[src/rtl/gb_int_pkg.sv]
// Shared constants and state encodings for the Game Boy style interrupt controller.
// Bit indices, jump vectors, register addresses and FSM state types live here.
package gb_int_pkg;

  localparam logic [2:0] INT_VBLANK = 3'd0;
  localparam logic [2:0] INT_STAT   = 3'd1;
  localparam logic [2:0] INT_TIMER  = 3'd2;
  localparam logic [2:0] INT_SERIAL = 3'd3;
  localparam logic [2:0] INT_JOYPAD = 3'd4;

  localparam logic [7:0] VEC_VBLANK = 8'h40;
  localparam logic [7:0] VEC_STAT   = 8'h48;
  localparam logic [7:0] VEC_TIMER  = 8'h50;
  localparam logic [7:0] VEC_SERIAL = 8'h58;
  localparam logic [7:0] VEC_JOYPAD = 8'h60;
  localparam logic [7:0] VEC_NONE   = 8'h00;

  localparam logic [15:0] ADDR_IF = 16'hFF0F;
  localparam logic [15:0] ADDR_IE = 16'hFFFF;

  typedef enum logic [1:0] {
    IME_OFF   = 2'd0,
    IME_ARMED = 2'd1,
    IME_ON    = 2'd2
  } ime_state_t;

  typedef enum logic {
    DISP_IDLE      = 1'b0,
    DISP_SERVICING = 1'b1
  } disp_state_t;

  // Jump target low byte for interrupt index n: 0x40 + 8*n.
  function automatic logic [7:0] vector_for(input logic [2:0] idx);
    return VEC_VBLANK + {2'b00, idx, 3'b000};
  endfunction

endpackage

[src/rtl/int_priority_encoder.sv]
// Picks the lowest-numbered pending interrupt; bit 0 (VBlank) has highest priority.
module int_priority_encoder
  import gb_int_pkg::*;
(
  input  logic [4:0] i_Pending,
  output logic [2:0] o_Index,
  output logic       o_Valid
);

  always_comb begin
    o_Valid = |i_Pending;
    o_Index = INT_VBLANK;
    if (i_Pending[0])      o_Index = INT_VBLANK;
    else if (i_Pending[1]) o_Index = INT_STAT;
    else if (i_Pending[2]) o_Index = INT_TIMER;
    else if (i_Pending[3]) o_Index = INT_SERIAL;
    else if (i_Pending[4]) o_Index = INT_JOYPAD;
  end

endmodule

[src/rtl/interrupt_controller.sv]
// Interrupt controller: IF/IE registers, IME enable FSM with EI delay, and the
// dispatch FSM that hands the CPU a vector on acknowledge.
//
// Handshake: o_Int_Request is a level that stays high while a dispatch is wanted;
// the control unit answers with a one-cycle i_Int_Ack. The ack is accepted only in
// IDLE (no dependency on o_Int_Request, so a late ack yields the cancelled vector
// 0x00); i_Service_Done closes the transaction and re-opens the handshake.
module interrupt_controller
  import gb_int_pkg::*;
(
  input  logic       i_Clk,
  input  logic       i_Reset_n,
  input  logic       i_Enable,
  input  logic [4:0] i_Int_Request,
  input  logic       i_Sel_IF,
  input  logic       i_Sel_IE,
  input  logic       i_Write,
  input  logic [7:0] i_Data,
  output logic [7:0] o_Data,
  input  logic       i_EI,
  input  logic       i_DI,
  input  logic       i_RETI,
  input  logic       i_Instr_Boundary,
  input  logic       i_Int_Ack,
  input  logic       i_Service_Done,
  output logic [4:0] o_Interrupts,
  output logic       o_Int_Request,
  output logic [7:0] o_Vector,
  output logic       o_Wake,
  output logic       o_IME,
  output logic [1:0] o_Dbg_Ime_State,
  output logic       o_Dbg_Dispatch_State
);

  logic [4:0]  if_q;
  logic [7:0]  ie_q;
  ime_state_t  ime_q;
  logic        ime_on_q;
  disp_state_t disp_q;
  logic [7:0]  vector_q;

  logic [4:0]  pending;
  logic [2:0]  win_idx;
  logic        win_valid;
  logic        ack_take;
  logic [4:0]  ack_clear;
  logic [4:0]  if_next;

  assign pending  = ie_q[4:0] & if_q;
  assign ack_take = i_Int_Ack && (disp_q == DISP_IDLE);

  int_priority_encoder u_prio (
    .i_Pending (pending),
    .o_Index   (win_idx),
    .o_Valid   (win_valid)
  );

  // A new request pulse beats both a CPU write-clear and the ack-clear of its bit.
  always_comb begin
    ack_clear = 5'b00000;
    if (ack_take && win_valid) ack_clear = 5'b00001 << win_idx;
    if_next = if_q;
    if (i_Write && i_Sel_IF) if_next = i_Data[4:0];
    if_next = (if_next & ~ack_clear) | i_Int_Request;
  end

  always_ff @(posedge i_Clk) begin
    if (!i_Reset_n) begin
      if_q <= 5'h00;
      ie_q <= 8'h00;
    end else if (i_Enable) begin
      if_q <= if_next;
      if (i_Write && i_Sel_IE) ie_q <= i_Data;
    end
  end

  // IME: DI and a taken ack both disable; RETI enables at once; EI only arms and
  // the enable lands at the next instruction boundary.
  always_ff @(posedge i_Clk) begin
    if (!i_Reset_n) begin
      ime_q    <= IME_OFF;
      ime_on_q <= 1'b0;
    end else if (i_Enable) begin
      if (i_DI || ack_take) begin
        ime_q    <= IME_OFF;
        ime_on_q <= 1'b0;
      end else if (i_RETI) begin
        ime_q    <= IME_ON;
        ime_on_q <= 1'b1;
      end else begin
        case (ime_q)
          IME_OFF: begin
            if (i_EI) ime_q <= IME_ARMED;
          end
          IME_ARMED: begin
            if (i_Instr_Boundary) begin
              ime_q    <= IME_ON;
              ime_on_q <= 1'b1;
            end
          end
          IME_ON: begin
            ime_on_q <= 1'b1;
          end
          default: begin
            ime_q    <= IME_OFF;
            ime_on_q <= 1'b0;
          end
        endcase
      end
    end
  end

  always_ff @(posedge i_Clk) begin
    if (!i_Reset_n) begin
      disp_q   <= DISP_IDLE;
      vector_q <= VEC_NONE;
    end else if (i_Enable) begin
      case (disp_q)
        DISP_IDLE: begin
          if (i_Int_Ack) begin
            disp_q   <= DISP_SERVICING;
            vector_q <= win_valid ? vector_for(win_idx) : VEC_NONE;
          end
        end
        DISP_SERVICING: begin
          if (i_Service_Done) disp_q <= DISP_IDLE;
        end
        default: disp_q <= DISP_IDLE;
      endcase
    end
  end

  always_comb begin
    o_Data = 8'h00;
    if (i_Sel_IF)      o_Data = {3'b111, if_q};
    else if (i_Sel_IE) o_Data = ie_q;
  end

  assign o_Interrupts         = pending;
  assign o_Wake               = |pending;
  assign o_Int_Request        = (disp_q == DISP_IDLE) && ime_on_q && (|pending);
  assign o_Vector             = vector_q;
  assign o_IME                = ime_on_q;
  assign o_Dbg_Ime_State      = ime_q;
  assign o_Dbg_Dispatch_State = disp_q;

endmodule

[config.mk]
export PLATFORM = sky130hd
export DESIGN_NAME = interrupt_controller
export DESIGN_NICKNAME = d
export VERILOG_FILES = /design/src/rtl/gb_int_pkg.sv /design/src/rtl/int_priority_encoder.sv /design/src/rtl/interrupt_controller.sv
export SDC_FILE = /design/constraint.sdc
export NUM_CORES = 1
export LEC_CHECK = 0
export CAP_MARGIN = 20
export CELL_PAD_IN_SITES_DETAIL_PLACEMENT = 1
export CELL_PAD_IN_SITES_GLOBAL_PLACEMENT = 1
export CORE_ASPECT_RATIO = 0.7
export CORE_MARGIN = 3
export CORE_UTILIZATION = 31
export CTS_BUF_LIST = sky130_fd_sc_hd__clkbuf_8
export DETAILED_ROUTE_END_ITERATION = 16
export GPL_TIMING_DRIVEN = 0
export PLACE_DENSITY_LB_ADDON = 0.1
export SLEW_MARGIN = 10
export SYNTH_ARGS = -nofsm -noshare
export SYNTH_HDL_FRONTEND = slang
export SYNTH_SLANG_ARGS = --single-unit
[constraint.sdc]
create_clock -name i_Clk -period 1.69 [get_ports i_Clk]
set_input_delay 0.2535 -clock i_Clk [delete_from_list [all_inputs] [get_ports i_Clk]]
set_output_delay 0.2535 -clock i_Clk [all_outputs]
set_load 0.02 [all_outputs]
Word-level counts from Yosys, hierarchy flattened

Cells that the tools add are included.

Bits in registers: 25
Bits in latches: 0
RAM bits: 0
Bits in read-only memories: 0
Output and inout bits: 27
Logic and storage cells: 54
Memories: 0

$add $sub $neg: 1
Multipliers: 0
Divide/modulo/power cells: 0
$lt $le $gt $ge: 0
Equal/unequal tests: 6
Shifts and indexed selects: 1
Mux-type cells: 22
Bitwise operators: 5
Reduce and logical (&&, ||, !) cells: 13

Operators with widths:

| kind                                            | number |
|---|---|
| two-way mux 8 bit                               | 3 |
| two-way mux 3 bit                               | 5 |
| AND 5 bit                                       | 2 |
| two-way mux 5 bit                               | 2 |
| adder 7 x 6 -> 8 bit, first input constant      | 1 |
| two-way mux 2 bit                               | 4 |
| inequality test 4 bit, second input constant    | 2 |
| logical AND 1 bit                               | 6 |
| inequality test 3 bit, second input constant    | 2 |
| one-hot mux 2 bit (3 select lines)              | 1 |
| AND reduction 3 bit                             | 2 |
| two-way mux 1 bit                               | 5 |
| inverter 5 bit                                  | 1 |
| bitwise OR 5 bit                                | 1 |
| OR reduction 5 bit                              | 1 |
| left shift 1 x 3 -> 5 bit, first input constant | 1 |
| AND reduction 4 bit                             | 1 |
| one-hot mux 1 bit (3 select lines)              | 1 |
| == test 2 x 1 -> 1 bit, second input constant   | 1 |
| == test 2 bit, second input constant            | 1 |
| logical NOT 2 bit                               | 1 |
| one-hot mux 1 bit (2 select lines)              | 1 |
| AND reduction 2 bit                             | 1 |
| logical OR 1 bit                                | 1 |
| inverter 1 bit                                  | 1 |

Logic depth before layout (Yosys ltp)

Word-level depth: 11
Mapped depth: 6

Cells and area by module

From an unflattened synthesis, not the netlist that was laid out.

Cell total of the unflattened synthesis: 152
Area, all modules: 1257.5 um^2

By module, submodules not included:

| module               | times used | cells an instance | area each (um^2) | seq. area each (um^2) |
|---|---|---|---|---|
| interrupt_controller | 1          | 144               | 1208.7           | 420.4 |
| int_priority_encoder | 1          | 8                 | 48.8             | 0.0 |

Worst setup path before layout

Ideal clock, no wire load.

Path kind: flip-flop to output port
Start point: register if_q[4]
End point: output port o_Int_Request
Arrival time: 1194 ps
Slack: 243 ps
Cell stages (with the launch flop): 5
Path buffers: 0
Cells stage by stage: dfxtp_1 -> nand2_1 -> inv_1 -> nor2_1 -> nor3b_1

Word-level cells in the longest chain between the ends: 3

Ends and longest elaborated chain:

| what                      | line                        | text |
|---|---|---|
| start: declaration        | interrupt_controller.sv:35  | `logic [4:0] if_q;` |
| start signal: assignment  | interrupt_controller.sv:72  | `if_q <= if_next;` |
| AND 5 bit                 | interrupt_controller.sv:49  | `assign pending = ie_q[4:0] & if_q;` |
| named net o_Interrupts[4] | interrupt_controller.sv:26  | `output logic [4:0] o_Interrupts,` |
| OR reduction 5 bit        | interrupt_controller.sv:141 | `assign o_Int_Request = (disp_q == DISP_IDLE) && ime_on_q && (\|pending);` |
| logical AND 1 bit         | interrupt_controller.sv:141 |  |
| end: declaration          | interrupt_controller.sv:27  | `output logic o_Int_Request,` |

The timed path passes the listed nets, and every way through them passes these cells.

Worst setup path in the final report

Start point: register disp_q (netlist: o_Dbg_Dispatch_State)
End point: output port o_Dbg_Dispatch_State

RTL lines:

| what                     | line                        | text |
|---|---|---|
| start: declaration       | interrupt_controller.sv:39  | `disp_state_t disp_q;` |
| start signal: assignment | interrupt_controller.sv:115 | `disp_q <= DISP_IDLE;` |
| start signal: assignment | interrupt_controller.sv:121 | `disp_q <= DISP_SERVICING;` |
| start signal: assignment | interrupt_controller.sv:126 | `if (i_Service_Done) disp_q <= DISP_IDLE;` |
| end: declaration         | interrupt_controller.sv:32  | `output logic o_Dbg_Dispatch_State` |

No word-level cell between the ends.

==> run summary <==
Status -> finished clean
Inst Count DP -> 249
Adder-Cell Fraction of Synth Area -> 0.0405
Routed wire length -> 3.82 mm
WL/cell -> 14.9 um
Clk pin slew, worst setup/hold paths -> 0.08 ns
IO Pins -> 52
Tmin final -> 1.59 ns
CP max FO -> 4
Dpl cell area -> 1760 sq um
CTS Sinks -> 21
First-pass GRT wire length -> 6.15 mm
CP max stage delay -> 0.64 ns
Initial Util -> 0.337
DRT iter0 DRCs -> 64
Die Wd -> 81.5 um
Setup violations, final -> 0
DP Wirelength -> 2.99 mm
H-tree depth -> 1
Design area -> 1820 sq um
CP Capture Type -> output port
Post-Synth Simple-Gate Area -> 0.201
Commonest non-fill, non-tap cell in the layout -> clkdlybuf4s50_1
#FFs+latches synth -> 21
Layout area overhead -> 47.5%
Total GRT Usage -> 0.165
RePlAce Congestion -> 0.711
Vias -> 1286
Compound-gate portion of the synthesized area -> 0.224
Crit path kind -> reg -> out
Die Y -> 58.8 um
Crit path buf inv count -> 1
CP delay by family, top -> buffers and inverters
Largest family of logic cells by synthesized area -> compound AO/OA/AOI/OAI gates
Startpoint type of the worst setup path -> register
Syn_area_per_cell -> 8.19 sq um
CTS tree -> yes
Maximum clock path buffer count -> 2
Final Hold Fails -> 0
Leakage -> 0.867 nW
Die ar. -> 4790 sq um
Vias in the first global route -> 1312
Finished Layout Cells -> 256
Largest net degree at the start of global routing -> 12
Post-DRT Antenna Nets -> 0
Vias per cell -> 5.02
Ant. Diodes -> 0
Worst Path Arrival -> 1.33 ns
Achievable Freq -> 630 MHz
Critical Path RT -> 1.44 ns
Critical Path, Cell by Cell -> clkdlybuf4s50_1
Grt ovf -> 0
Fillers -> 449
Fin. max-slew vios -> 0
Antenna violations before repair -> 0
TritonCTS Buffers -> 3
Worst skew pair latency -> 0.27 ns
Root Buffer -> clkbuf_8
PD cells -> 638 nW/um^2
Seq/Total Area, Yosys -> 0.340
Yosys cell types -> 40
Core Region -> 3670 sq um
Clk_skew -> 0.00266 ns
Hold-fix buffers, CTS -> 0
Commonest cells after routing, fill and taps aside -> clkdlybuf4s50_1, nand2_1, dfxtp_1
Hold/Removal Path Class -> in -> reg
Peak supply drop -> 375 uV
Port Buffer Count -> 45
CP max-delay cell -> clkdlybuf4s50_1
Post-Route Setup TNS -> 0 ns
Period utilisation layout -> 0.939
Post-synthesis xor/xnor area fraction -> 0
Proportion of synthesized area in mux cells -> 0.101
Post-Syn Instances -> 151
Post-Syn Area -> 1240 sq um
1st-pass router iterations -> 4
R2R Setup Slk -> 0.22 ns
DRC violations left -> 0
Warnings, synthesis -> 0
Share of cells above drive strength 1 -> 0.155
Cell Rows -> 18
Final net count -> 236
Max-cap violations -> 0
==> worst paths after layout <==
path | from | endpoint | cells after the start
min | i_Enable | o_Dbg_Ime_State[0]$_SDFFE_PN0P_ | 3
max | o_Dbg_Dispatch_State$_SDFFE_PN0P_ | o_Dbg_Dispatch_State | 1
min reg2reg | o_Vector[4]$_SDFFE_PN0P_ | o_Vector[4]$_SDFFE_PN0P_ | 2
max reg2reg | o_Dbg_Ime_State[0]$_SDFFE_PN0P_ | o_Dbg_Ime_State[1]$_SDFFE_PN0P_ | 5
==> state kept, by name, indices dropped and copies added, names as in the netlist <==
signal                count
o_Vector                  4
o_Dbg_Dispatch_State      1
o_IME                     1
if_q                      5
ie_q                      8
o_Dbg_Ime_State           2
==> routing by layer <==
metal  wire length, um  vias up  track usage
li1                  -      627            -
met1              1790      623        0.218
met2              1790       34        0.271
met3               229        2       0.0520
met4                14        0       0.0217
met5                 0        -            0
==> Yosys cell counts (all sizes together) <==
| cell | instances | area share |
|---|---|---|
| a21boi | 4 | 0.024 |
| o2111a | 1 | 0.0091 |
| nand4 | 2 | 0.010 |
| dfxtp | 21 | 0.34 |
| a21o | 3 | 0.018 |
| nand3 | 3 | 0.016 |
| or3 | 1 | 0.0051 |
| a311oi | 1 | 0.0071 |
| and2 | 1 | 0.0061 |
| o21ai | 15 | 0.061 |
| o211ai | 2 | 0.012 |
| ha | 4 | 0.040 |
| buf | 7 | 0.038 |
| inv | 14 | 0.043 |
| conb | 1 | 0.0030 |
| a31o | 1 | 0.0071 |
| a41oi | 1 | 0.0071 |
| mux2 | 1 | 0.012 |
| nor3b | 1 | 0.0061 |
| a31oi | 4 | 0.020 |
| nor4 | 1 | 0.0051 |
| mux2i | 11 | 0.089 |
| nor3 | 1 | 0.0040 |
| a21oi | 2 | 0.0081 |
| a41o | 1 | 0.0081 |
| and3 | 1 | 0.0051 |
| nand2 | 25 | 0.078 |
| o31ai | 3 | 0.029 |
| clkbuf | 3 | 0.0091 |
| nor2b | 10 | 0.057 |
| o2111ai | 1 | 0.0071 |
| nor2 | 3 | 0.0091 |
| o22ai | 1 | 0.0051 |
==> final cells by class <==
| cell class | instances | area, sq um | share of cell area |
|---|---|---|---|
| clock buffer | 3 | 41.3 | 0.0226 |
| timing repair buffer | 48 | 448 | 0.246 |
| tap | 50 | 62.6 | 0.0343 |
| inverter | 14 | 52.6 | 0.0288 |
| clock inverter | 1 | 3.75 | 0.00206 |
| buffer | 10 | 62.6 | 0.0343 |
| multi-input combinational | 109 | 726 | 0.398 |
| sequential | 21 | 427 | 0.234 |
==> power breakdown <==
| part | switching [W] | leakage, nW | internal, W |
|---|---|---|---|
| Clock | 0.000175 | 0.0269 | 0.000162 |
| Sequential | 0.0000227 | 0.173 | 0.000519 |
| Combinational | 0.000145 | 0.667 | 0.000139 |
| Total | 0.000343 | 0.867 | 0.000820 |
==> metrics by stage <==
stage | setup slack, ns | power (W) | util | hold slack [ns]
after detailed placement | -0.755 | 0.000843 | 0.480 | 0.450
final | 0.104 | 0.00116 | 0.497 | 0.419
after global routing | -0.0132 | 0.00122 | 0.497 | 0.431
after global placement | -0.654 | 0.000835 | 0.480 | 0.446
after floorplan | 0.243 | 0.000703 | - | 0.395
after CTS | 0.00133 | 0.00117 | 0.490 | 0.424
==> worst min-delay path, delay by kind of cell <==
kind	cells	cell delay, ns
AOI/OAI and AO/OA	2	0.23
buffers and inverters	1	0.15
==> repair_timing <==
action	in CTS	in global routing
gates resized for setup	29	6
endpoints found under the setup margin	14	2
hold endpoints to repair	0	0
pin swaps	0	3
buffers inserted	0	3
==> cells by family (layout without fill, tap and decap cells) <==
group / count (synthesis) / after routing
buf+inv: 24 / 76
flops: 21 / 21
mux: 12 / 12
fa+ha+maj: 4 / 4
simple gates: 49 / 49
compound gates: 40 / 40
other cells: 1 / 4
(Power assumes the default switching activity.)
